### config.mk
export PLATFORM = sky130hd
export DESIGN_NAME = uart_wb_fifo_regs
export DESIGN_NICKNAME = d
export VERILOG_FILES = /design/src/rtl/uart_wb_fifo_regs.sv
export SDC_FILE = /design/constraint.sdc
export NUM_CORES = 1
export LEC_CHECK = 0
export CORE_ASPECT_RATIO = 1.5
export CORE_MARGIN = 4
export CORE_UTILIZATION = 30
export DETAILED_ROUTE_END_ITERATION = 7
export DONT_BUFFER_PORTS = 1
export GPL_ROUTABILITY_DRIVEN = 0
export PLACE_DENSITY = 0.5
export SYNTH_ARGS = -nofsm -noshare
export SYNTH_HDL_FRONTEND = slang
export SYNTH_SLANG_ARGS = --single-unit
### constraint.sdc
create_clock -name clock -period 3.6 [get_ports clock]
set_input_delay 0.72 -clock clock [delete_from_list [all_inputs] [get_ports clock]]
set_output_delay 0.72 -clock clock [all_outputs]
set_load 0.02 [all_outputs]
### src/rtl/uart_wb_fifo_regs.sv
// Wishbone classic slave exposing the UART register file with byte-wide TX/RX FIFOs,
// sticky overflow flags, programmable wait states and a maskable registered interrupt.
module uart_wb_fifo_regs #(
  parameter int DATA_W      = 8,
  parameter int ADDR_W      = 3,
  parameter int FIFO_DEPTH  = 16,
  parameter int WAIT_STATES = 0
) (
  input  logic                clock,
  input  logic                WB_RST_I,
  input  logic [ADDR_W-1:0]   WB_ADDR_I,
  input  logic [DATA_W/8-1:0] WB_SEL_I,
  input  logic [DATA_W-1:0]   WB_DAT_I,
  output logic [DATA_W-1:0]   WB_DAT_O,
  input  logic                WB_WE_I,
  input  logic                WB_STB_I,
  input  logic                WB_CYC_I,
  output logic                WB_ACK_O,
  output logic                INT_O,
  output logic [7:0]          TX_DATA_O,
  output logic                TX_VALID_O,
  input  logic                TX_READY_I,
  input  logic [7:0]          RX_DATA_I,
  input  logic                RX_VALID_I
);

  localparam int PTR_W = $clog2(FIFO_DEPTH);
  localparam int CNT_W = PTR_W + 1;

  typedef enum logic [1:0] {S_IDLE, S_WAIT, S_ACK} state_t;

  state_t     state, state_nxt;
  logic [1:0] wcnt, wcnt_nxt;
  logic       fire;
  logic       req;

  assign req = WB_CYC_I & WB_STB_I;

  always_ff @(posedge clock) begin
    if (WB_RST_I) begin
      state <= S_IDLE;
      wcnt  <= '0;
    end else begin
      state <= state_nxt;
      wcnt  <= wcnt_nxt;
    end
  end

  // fire marks the single edge that enters ACK; every side effect keys off it
  always_comb begin
    state_nxt = state;
    wcnt_nxt  = wcnt;
    fire      = 1'b0;
    case (state)
      S_IDLE: begin
        if (req) begin
          if (WAIT_STATES == 0) begin
            state_nxt = S_ACK;
            fire      = 1'b1;
          end else begin
            state_nxt = S_WAIT;
            wcnt_nxt  = 2'(WAIT_STATES);
          end
        end
      end
      S_WAIT: begin
        if (!req) begin
          state_nxt = S_IDLE;
        end else if (wcnt == 2'd1) begin
          state_nxt = S_ACK;
          fire      = 1'b1;
        end else begin
          wcnt_nxt = wcnt - 2'd1;
        end
      end
      S_ACK:   state_nxt = S_IDLE;
      default: state_nxt = S_IDLE;
    endcase
  end

  assign WB_ACK_O = (state == S_ACK);

  logic       in_range, wr, rd;
  logic [2:0] idx;
  logic       wr_data, wr_ier, wr_ctrl, wr_scr, rd_data;
  logic       flush_tx, flush_rx, clr_ovf;

  assign in_range = ((WB_ADDR_I >> 3) == '0);
  assign idx      = WB_ADDR_I[2:0];
  assign wr       = fire & WB_WE_I & WB_SEL_I[0] & in_range;
  assign rd       = fire & ~WB_WE_I & in_range;
  assign wr_data  = wr & (idx == 3'd0);
  assign wr_ier   = wr & (idx == 3'd1);
  assign wr_ctrl  = wr & (idx == 3'd3);
  assign wr_scr   = wr & (idx == 3'd4);
  assign rd_data  = rd & (idx == 3'd0);
  assign flush_tx = wr_ctrl & WB_DAT_I[0];
  assign flush_rx = wr_ctrl & WB_DAT_I[1];
  assign clr_ovf  = wr_ctrl & WB_DAT_I[2];

  logic [7:0]       tx_mem [FIFO_DEPTH];
  logic [7:0]       rx_mem [FIFO_DEPTH];
  logic [PTR_W-1:0] tx_wp, tx_rp, rx_wp, rx_rp;
  logic [CNT_W-1:0] tx_cnt, rx_cnt;
  logic             tx_empty, tx_full, rx_empty, rx_full;
  logic             tx_push, tx_pop, rx_push, rx_pop;
  logic             tx_ovf_set, rx_ovf_set;

  assign tx_empty = (tx_cnt == '0);
  assign tx_full  = (tx_cnt == CNT_W'(FIFO_DEPTH));
  assign rx_empty = (rx_cnt == '0);
  assign rx_full  = (rx_cnt == CNT_W'(FIFO_DEPTH));

  // a pop on the same edge frees the slot, so a push into a full FIFO is then accepted
  assign tx_pop     = ~tx_empty & TX_READY_I & ~flush_tx;
  assign tx_push    = wr_data & (~tx_full | tx_pop) & ~flush_tx;
  assign tx_ovf_set = wr_data & tx_full & ~tx_pop & ~flush_tx;
  assign rx_pop     = rd_data & ~rx_empty & ~flush_rx;
  assign rx_push    = RX_VALID_I & (~rx_full | rx_pop) & ~flush_rx;
  assign rx_ovf_set = RX_VALID_I & rx_full & ~rx_pop & ~flush_rx;

  always_ff @(posedge clock) begin
    if (!WB_RST_I && tx_push) tx_mem[tx_wp] <= WB_DAT_I[7:0];
    if (!WB_RST_I && rx_push) rx_mem[rx_wp] <= RX_DATA_I;
  end

  always_ff @(posedge clock) begin
    if (WB_RST_I || flush_tx) begin
      tx_wp  <= '0;
      tx_rp  <= '0;
      tx_cnt <= '0;
    end else begin
      if (tx_push) tx_wp <= tx_wp + PTR_W'(1);
      if (tx_pop)  tx_rp <= tx_rp + PTR_W'(1);
      if (tx_push && !tx_pop)      tx_cnt <= tx_cnt + CNT_W'(1);
      else if (!tx_push && tx_pop) tx_cnt <= tx_cnt - CNT_W'(1);
    end
  end

  always_ff @(posedge clock) begin
    if (WB_RST_I || flush_rx) begin
      rx_wp  <= '0;
      rx_rp  <= '0;
      rx_cnt <= '0;
    end else begin
      if (rx_push) rx_wp <= rx_wp + PTR_W'(1);
      if (rx_pop)  rx_rp <= rx_rp + PTR_W'(1);
      if (rx_push && !rx_pop)      rx_cnt <= rx_cnt + CNT_W'(1);
      else if (!rx_push && rx_pop) rx_cnt <= rx_cnt - CNT_W'(1);
    end
  end

  assign TX_VALID_O = ~tx_empty;
  assign TX_DATA_O  = tx_empty ? '0 : tx_mem[tx_rp];

  logic [2:0] ier;
  logic [7:0] scratch;
  logic       tx_ovf, rx_ovf;
  logic [7:0] status, rd_byte;

  assign status = {2'b00, tx_ovf, rx_ovf, rx_full, tx_full, tx_empty, ~rx_empty};

  always_comb begin
    rd_byte = '0;
    if (in_range) begin
      case (idx)
        3'd0:    rd_byte = rx_empty ? '0 : rx_mem[rx_rp];
        3'd1:    rd_byte = {5'b00000, ier};
        3'd2:    rd_byte = status;
        3'd4:    rd_byte = scratch;
        default: rd_byte = '0;
      endcase
    end
  end

  always_ff @(posedge clock) begin
    if (WB_RST_I) begin
      WB_DAT_O <= '0;
      ier      <= '0;
      scratch  <= '0;
      tx_ovf   <= 1'b0;
      rx_ovf   <= 1'b0;
      INT_O    <= 1'b0;
    end else begin
      if (fire)   WB_DAT_O <= DATA_W'(rd_byte);
      if (wr_ier) ier      <= WB_DAT_I[2:0];
      if (wr_scr) scratch  <= WB_DAT_I[7:0];
      // a drop on the clearing edge keeps its flag set
      if (tx_ovf_set)   tx_ovf <= 1'b1;
      else if (clr_ovf) tx_ovf <= 1'b0;
      if (rx_ovf_set)   rx_ovf <= 1'b1;
      else if (clr_ovf) rx_ovf <= 1'b0;
      INT_O <= (ier[0] & ~rx_empty) | (ier[1] & tx_empty) | (ier[2] & (rx_ovf | tx_ovf));
    end
  end

  logic unused_bits;
  assign unused_bits = ^{WB_SEL_I, WB_DAT_I};

endmodule

==> results of run 1 <==
## power breakdown
part	leakage [nW]	total, mW	switching (mW)	internal (mW)
clock network	0.528	3.38	1.40	1.98
logic	1.40	1.05	0.562	0.487
registers	2.77	4.09	0.0950	3.99
total	4.70	8.52	2.06	6.46
## cell families after synthesis
| group | Yosys count | synth area share, % |
|---|---|---|
| compound gates | 68 | 3.55 |
| xor+xnor | 19 | 1.31 |
| fa+ha+maj | 20 | 2.08 |
| buf+inv | 46 | 1.93 |
| flops | 313 | 69.3 |
| mux | 97 | 15.4 |
| simple gates | 178 | 6.46 |
## cell usage in the layout, fill, tap and decap left out, drive strengths merged, types with 3 or more instances in the layout
cell type / netlist / routed
a21oi: 19 / 19
mux2: 3 / 3
edfxtp: 256 / 256
dfxtp: 57 / 57
a221oi: 3 / 3
a21o: 4 / 4
xor2: 7 / 7
and3: 4 / 4
mux2i: 22 / 22
a22oi: 10 / 10
inv: 14 / 16
nand3b: 3 / 3
mux4: 72 / 72
nor2b: 10 / 10
nand3: 16 / 16
ha: 18 / 18
buf: 26 / 46
and2: 10 / 10
bufinv: 0 / 3
clkbuf: 6 / 39
clkinv: 0 / 15
o21ai: 12 / 12
or3: 6 / 6
nor2: 83 / 83
o211ai: 6 / 6
xnor2: 12 / 12
a211oi: 3 / 3
nand2: 35 / 35
a32oi: 3 / 3
## flip-flops by register name, summed over array words and instances, names as in the netlist, named ones only
register / count
state: 1
rx_rp: 4
scratch: 8
INT_O: 1
tx_mem: 128
rx_mem: 128
ier: 3
tx_cnt: 5
tx_wp: 4
rx_wp: 4
tx_rp: 4
rx_cnt: 5
rx_ovf: 1
WB_DAT_O: 8
tx_ovf: 1
## path summary, 6_finish.rpt
check                  to  slack, ns  cells after the start
min              state[1]       0.27                      1
max          TX_DATA_O[3]       0.20                      4
min reg2reg      rx_rp[1]       0.51                      2
max reg2reg     tx_cnt[4]       0.45                     12
## final cells by class
cell class                      instances  area, sq um  area share [%]
Sequential cell                       313         8830            60.1
Timing Repair Buffer                   46          358            2.43
Multi-Input combinational cell        382         3670            25.0
Clock buffer                           39          880            5.98
Tap cell                              564          706            4.80
Clock inverter                         22          200            1.36
Inverter                               14         52.6           0.358
## per-layer routing
layer  vias to the layer above  part of all wire (%)
met5                         -                     0
met4                         0                   2.1
met3                        50                   5.7
met2                       102                    55
met1                      3252                    37
li1                       3015                     -
## per-stage QoR
step                      util (%)  instance area, sq um
final                         35.0                 14700
after global routing          35.0                 14700
after CTS                     35.0                 14700
after detailed placement      32.4                 13600
after global placement        32.4                 13600
after floorplan                  -                 12700
==> results by group, run 1 <==
Timing
  – Clock Skews: 0.0174 ns
  – RSZ-0062 raised after global routing: no
  – Pins Over Slew Limit: 0
  – Final hold vios: 0
  – Setup TNS: 0 ns
  – Tcrit/Tclk final: 94.5%
  – Final setup margin: 0.197 ns
  – Worst Tran Pin Value: 0.876 ns
  – Max Clk Rate: 294 MHz
  – Worst slew margin: 41.5%
  – Final setup fails: 0
  – Tmin final: 3.40 ns
  – Hold slack final: 0.273 ns

Logic synthesis
  – Mapped Nets: 788
  – Synth Register Bits: 313
  – Ys flop type: edfxtp_1
  – EDFF count, synth: 256
  – Syn_area_per_cell: 17.2 sq um
  – Post-synth cell types: 52
  – Top-count cell post-synth: edfxtp_1
  – Sequential fraction of the synthesis area: 69.3%
  – Most frequent cells after synthesis: edfxtp_1, nor2_1, dfxtp_1, mux4_2, nand2_1
  – Post-Syn Instances: 741
  – Top post-synthesis cells by area: edfxtp_1, dfxtp_1, mux4_2
  – Synth area leader: edfxtp_1
  – Top-area cell type share of the netlist area: 60.3%
  – Post-synthesis async set-or-reset flop share: 0%
  – Ys Warns: 0
  – Synth Cell Area: 12700 sq um

Placed design
  – DP Wirelength: 19.5 mm
  – Placed cell count: 1319
  – IO Port Bufs: 0
  – Setup WS pre-CTS: 0.304 ns

Detailed routing
  – WL/cell: 20.5 microns
  – DR iter-0 viols: 366
  – DRC viols: 0
  – Final ANT Viol Nets: 0
  – Vias post-DR: 6419
  – WL final: 28.3 mm
  – DRT Pass-1 Iters: 4
  – Avg Vias per Cell: 4.65

Global route
  – Global-route wire length before repair: 42.8 mm
  – Met2 usage: 23.5%
  – GRT overflow: 0
  – Met3 Use GR: 3.26%
  – Most Crowded Layer GR: met2
  – Largest net degree at the start of global routing: 33
  – Vias in the first global route: 6710
  – M1 GR Usage: 13.6%
  – Antenna violations before repair: 0
  – Overall routing resource usage: 12.5%

CTS
  – Worst-path clk slew: 0.06 ns
  – H-tree Lvls: 2
  – # resized after CTS: 0
  – CTS buffer count: 34
  – Post-CTS Setup Inserts: 0
  – Hold buffers post-CTS: 0
  – CTS max path bufs: 3
  – Worst skew pair latency: 0.52 ns
  – TritonCTS clock tree: built
  – CTS Sinks: 313
  – Root Buffer: clkbuf_16

Die
  – Site row count: 92
  – Die Y: 260 microns
  – I/O Pins: 46
  – Width of the die: 176 microns
  – Core area: 42000 sq um
  – Initial core utilization: 30.3%
  – Total die area: 45900 sq um

Worst setup path
  – Worst path slowest cell: mux4_1
  – Worst path arrival time: 2.68 ns
  – Family with the most delay on the worst path: multiplexers
  – R2r startpoint: tx_cnt[0]
  – Slowest stage delay, CP: 0.59 ns
  – Required @ worst endpoint: 2.88 ns
  – Crit path kind: register to primary output
  – Chain of cells forming the critical path: buf_12 > mux4_1 > mux4_2 > and2_1
  – Startpoint Class: register
  – WP buf/inv: 1
  – Worst-path fanout max: 23
  – CP Capture Type: primary output

Min path
  – Hold Startpoint: WB_RST_I
  – Worst min path class: primary input to register

Finish
  – Layout overhead on the synthesized area: 15.3%
  – Layout cells sized above 1: 18.6%
  – Diodes inserted: 0
  – # nets final: 838
  – Layout fillers: 4020
  – Finished Layout Cells: 1380

Power
  – Peak supply drop: 0.378 mV
  – Pleak: 4.70 nW
  – Power Total: 8.52 mW
  – P per Cell Area: 580 nW/um^2

Run status
  – Run status: finished clean

Job
  – Max Cap Viol: 0
Note: power is estimated with default switching activity, not from simulation.
==> run 2: changes to the inputs <==
--- a/config.mk
+++ b/config.mk
@@ -8,6 +8,7 @@
 export CORE_ASPECT_RATIO = 1.5
 export CORE_MARGIN = 4
 export CORE_UTILIZATION = 30
+export CTS_BUF_LIST = sky130_fd_sc_hd__clkbuf_16
 export DETAILED_ROUTE_END_ITERATION = 7
 export DONT_BUFFER_PORTS = 1
 export GPL_ROUTABILITY_DRIVEN = 0
==> results by group, run 2 (synthesis results as in run 1) <==
Run status
  – Run status: finished clean (unchanged)

CTS
  – Root Buffer: clkbuf_16 (unchanged)
  – Post-CTS Setup Inserts: 0 (unchanged)
  – Worst skew pair latency: 0.52 ns (about the same)
  – CTS max path bufs: 3 (unchanged)
  – Hold buffers post-CTS: 0 (unchanged)
  – # resized after CTS: 0 (unchanged)
  – CTS buffer count: 34 (unchanged)
  – CTS Sinks: 313 (unchanged)
  – Worst-path clk slew: 0.06 ns (about the same)
  – H-tree Lvls: 2 (unchanged)
  – TritonCTS clock tree: built (unchanged)

Finish
  – Finished Layout Cells: 1380 (unchanged)
  – Layout fillers: 4021 (was 4020)
  – # nets final: 838 (unchanged)
  – Largest regs: rx_mem x128, tx_mem x128 (unchanged)
  – Layout overhead on the synthesized area: 15.2% (was 15.3%)
  – Diodes inserted: 0 (unchanged)
  – Final Util: 35.0% (about the same)
  – Final instance area: 14700 sq um (about the same)
  – Commonest non-fill, non-tap cell in the layout: edfxtp_1 (unchanged)
  – Layout cells sized above 1: 18.5% (was 18.6%)
  – Most frequent cells in the layout: edfxtp_1, nor2_1, dfxtp_1 (unchanged)

Global route
  – Overall routing resource usage: 12.5% (about the same)
  – Vias in the first global route: 6705 (was 6710)
  – GRT overflow: 0 (unchanged)
  – Antenna violations before repair: 0 (unchanged)
  – Largest net degree at the start of global routing: 33 (unchanged)
  – Global-route wire length before repair: 42.8 mm (about the same)

Placed design
  – Placed Area: 13600 sq um (unchanged)
  – Placed cell count: 1319 (unchanged)
  – Setup WS pre-CTS: 0.304 ns (unchanged)
  – DP Wirelength: 19.5 mm (unchanged)
  – IO Port Bufs: 0 (unchanged)

Worst setup path
  – Crit path kind: register to primary output (unchanged)
  – Required @ worst endpoint: 2.88 ns (about the same)
  – Worst reg2reg path depth: 12 (unchanged)
  – CP Capture Type: primary output (unchanged)
  – Startpoint Class: register (unchanged)
  – Worst path arrival time: 2.69 ns (was 2.68 ns)
  – Worst-path fanout max: 23 (unchanged)

Timing
  – Setup TNS: 0 ns (unchanged)
  – Final setup fails: 0 (unchanged)
  – Final hold vios: 0 (unchanged)
  – Pins Over Slew Limit: 0 (unchanged)
  – Worst Tran Pin Value: 0.878 ns (was 0.876 ns)
  – Tmin final: 3.41 ns (was 3.40 ns)
  – Max Clk Rate: 293 MHz (was 294 MHz)
  – Worst slew margin: 41.4% (was 41.5%)
  – Clock Skews: 0.0185 ns (was 0.0174 ns)
  – Final setup margin: 0.191 ns (was 0.197 ns)
  – Hold slack final: 0.272 ns (was 0.273 ns)
  – Tcrit/Tclk final: 94.7% (was 94.5%)
  – RSZ-0062 raised after global routing: no (unchanged)

Detailed routing
  – WL/cell: 20.5 microns (about the same)
  – Final ANT Viol Nets: 0 (unchanged)
  – DRT Pass-1 Iters: 4 (unchanged)
  – Avg Vias per Cell: 4.65 (about the same)
  – WL final: 28.4 mm (was 28.3 mm)
  – DRC viols: 0 (unchanged)
  – Vias post-DR: 6422 (was 6419)
  – DR iter-0 viols: 341 (was 366)

Die
  – Initial core utilization: 30.3% (unchanged)
  – Core area: 42000 sq um (unchanged)
  – Width of the die: 176 microns (unchanged)
  – I/O Pins: 46 (unchanged)
  – Die Y: 260 microns (unchanged)
  – Site row count: 92 (unchanged)
  – Total die area: 45900 sq um (unchanged)

Min path
  – Worst min path class: primary input to register (unchanged)
  – Worst Hold Depth: 1 (unchanged)

Power
  – P per Cell Area: 578 nW/um^2 (was 580 nW/um^2)
  – Switching part of the total: 24.3% (was 24.2%)
  – NetSw: 2.06 mW (about the same)
  – Comb pwr share: 12.3% (about the same)
  – Sequential share of power: 48.2% (was 48.0%)
  – Pint: 6.43 mW (was 6.46 mW)
  – Pleak: 4.71 nW (was 4.70 nW)
  – Clock power share: 39.5% (was 39.7%)
  – Peak supply drop: 0.381 mV (was 0.378 mV)
  – Power Total: 8.49 mW (was 8.52 mW)

Job
  – Max Cap Viol: 0 (unchanged)
==> run 2: changes by cell type in the layout (fill, tap and decap cells not counted) <==
cell      delta
clkbuf_1     -4
inv_1        +4
clkinv_1     +1
clkbuf_8     -1
==> run 2: cell type report <==
cell class / count / area (sq um) / area share [%]
Clock buffer: 34 / 851 / 5.79
Clock inverter: 27 / 219 / 1.49
Inverter: 14 / 52.6 / 0.358
Multi-Input combinational cell: 382 / 3670 / 25.0
Sequential cell: 313 / 8830 / 60.1
Tap cell: 564 / 706 / 4.80
Timing Repair Buffer: 46 / 358 / 2.44
==> run 2: worst paths after layout <==
kind | from | to | slack, ns
worst max register to register | tx_cnt[0] | tx_cnt[4] | 0.45
worst min-delay path | WB_RST_I | state[1] | 0.27
worst max-delay path | register | TX_DATA_O[3] | 0.19
worst min register to register | scratch[0] | scratch[0] | 0.51
==> run 2: layer usage <==
layer  part of all wire [%]  vias to the layer above  GRT usage [%]
met1                     37                     3256           13.5
li1                       -                     3013              -
met5                      0                        -              0
met4                    2.3                        0           3.90
met2                     55                      102           23.5
met3                    5.5                       51           3.26
==> run 2: worst max-delay path, stage by stage (launching register included) <==
cell and delay [ns]:
dfxtp_2 0.55, buf_12 0.26, mux4_1 0.59, mux4_2 0.49
and2_1 0.25
==> run 2: power groups by stage <==
stage | Sequential [mW] | Combinational, mW | Clock [mW]
after floorplan | 4.12 | 0.882 | 0
after global placement | 4.17 | 1.07 | 0
after detailed placement | 4.17 | 1.08 | 0
after CTS | 4.09 | 1.08 | 3.46
after global routing | 4.10 | 1.16 | 3.63
final | 4.09 | 1.05 | 3.35
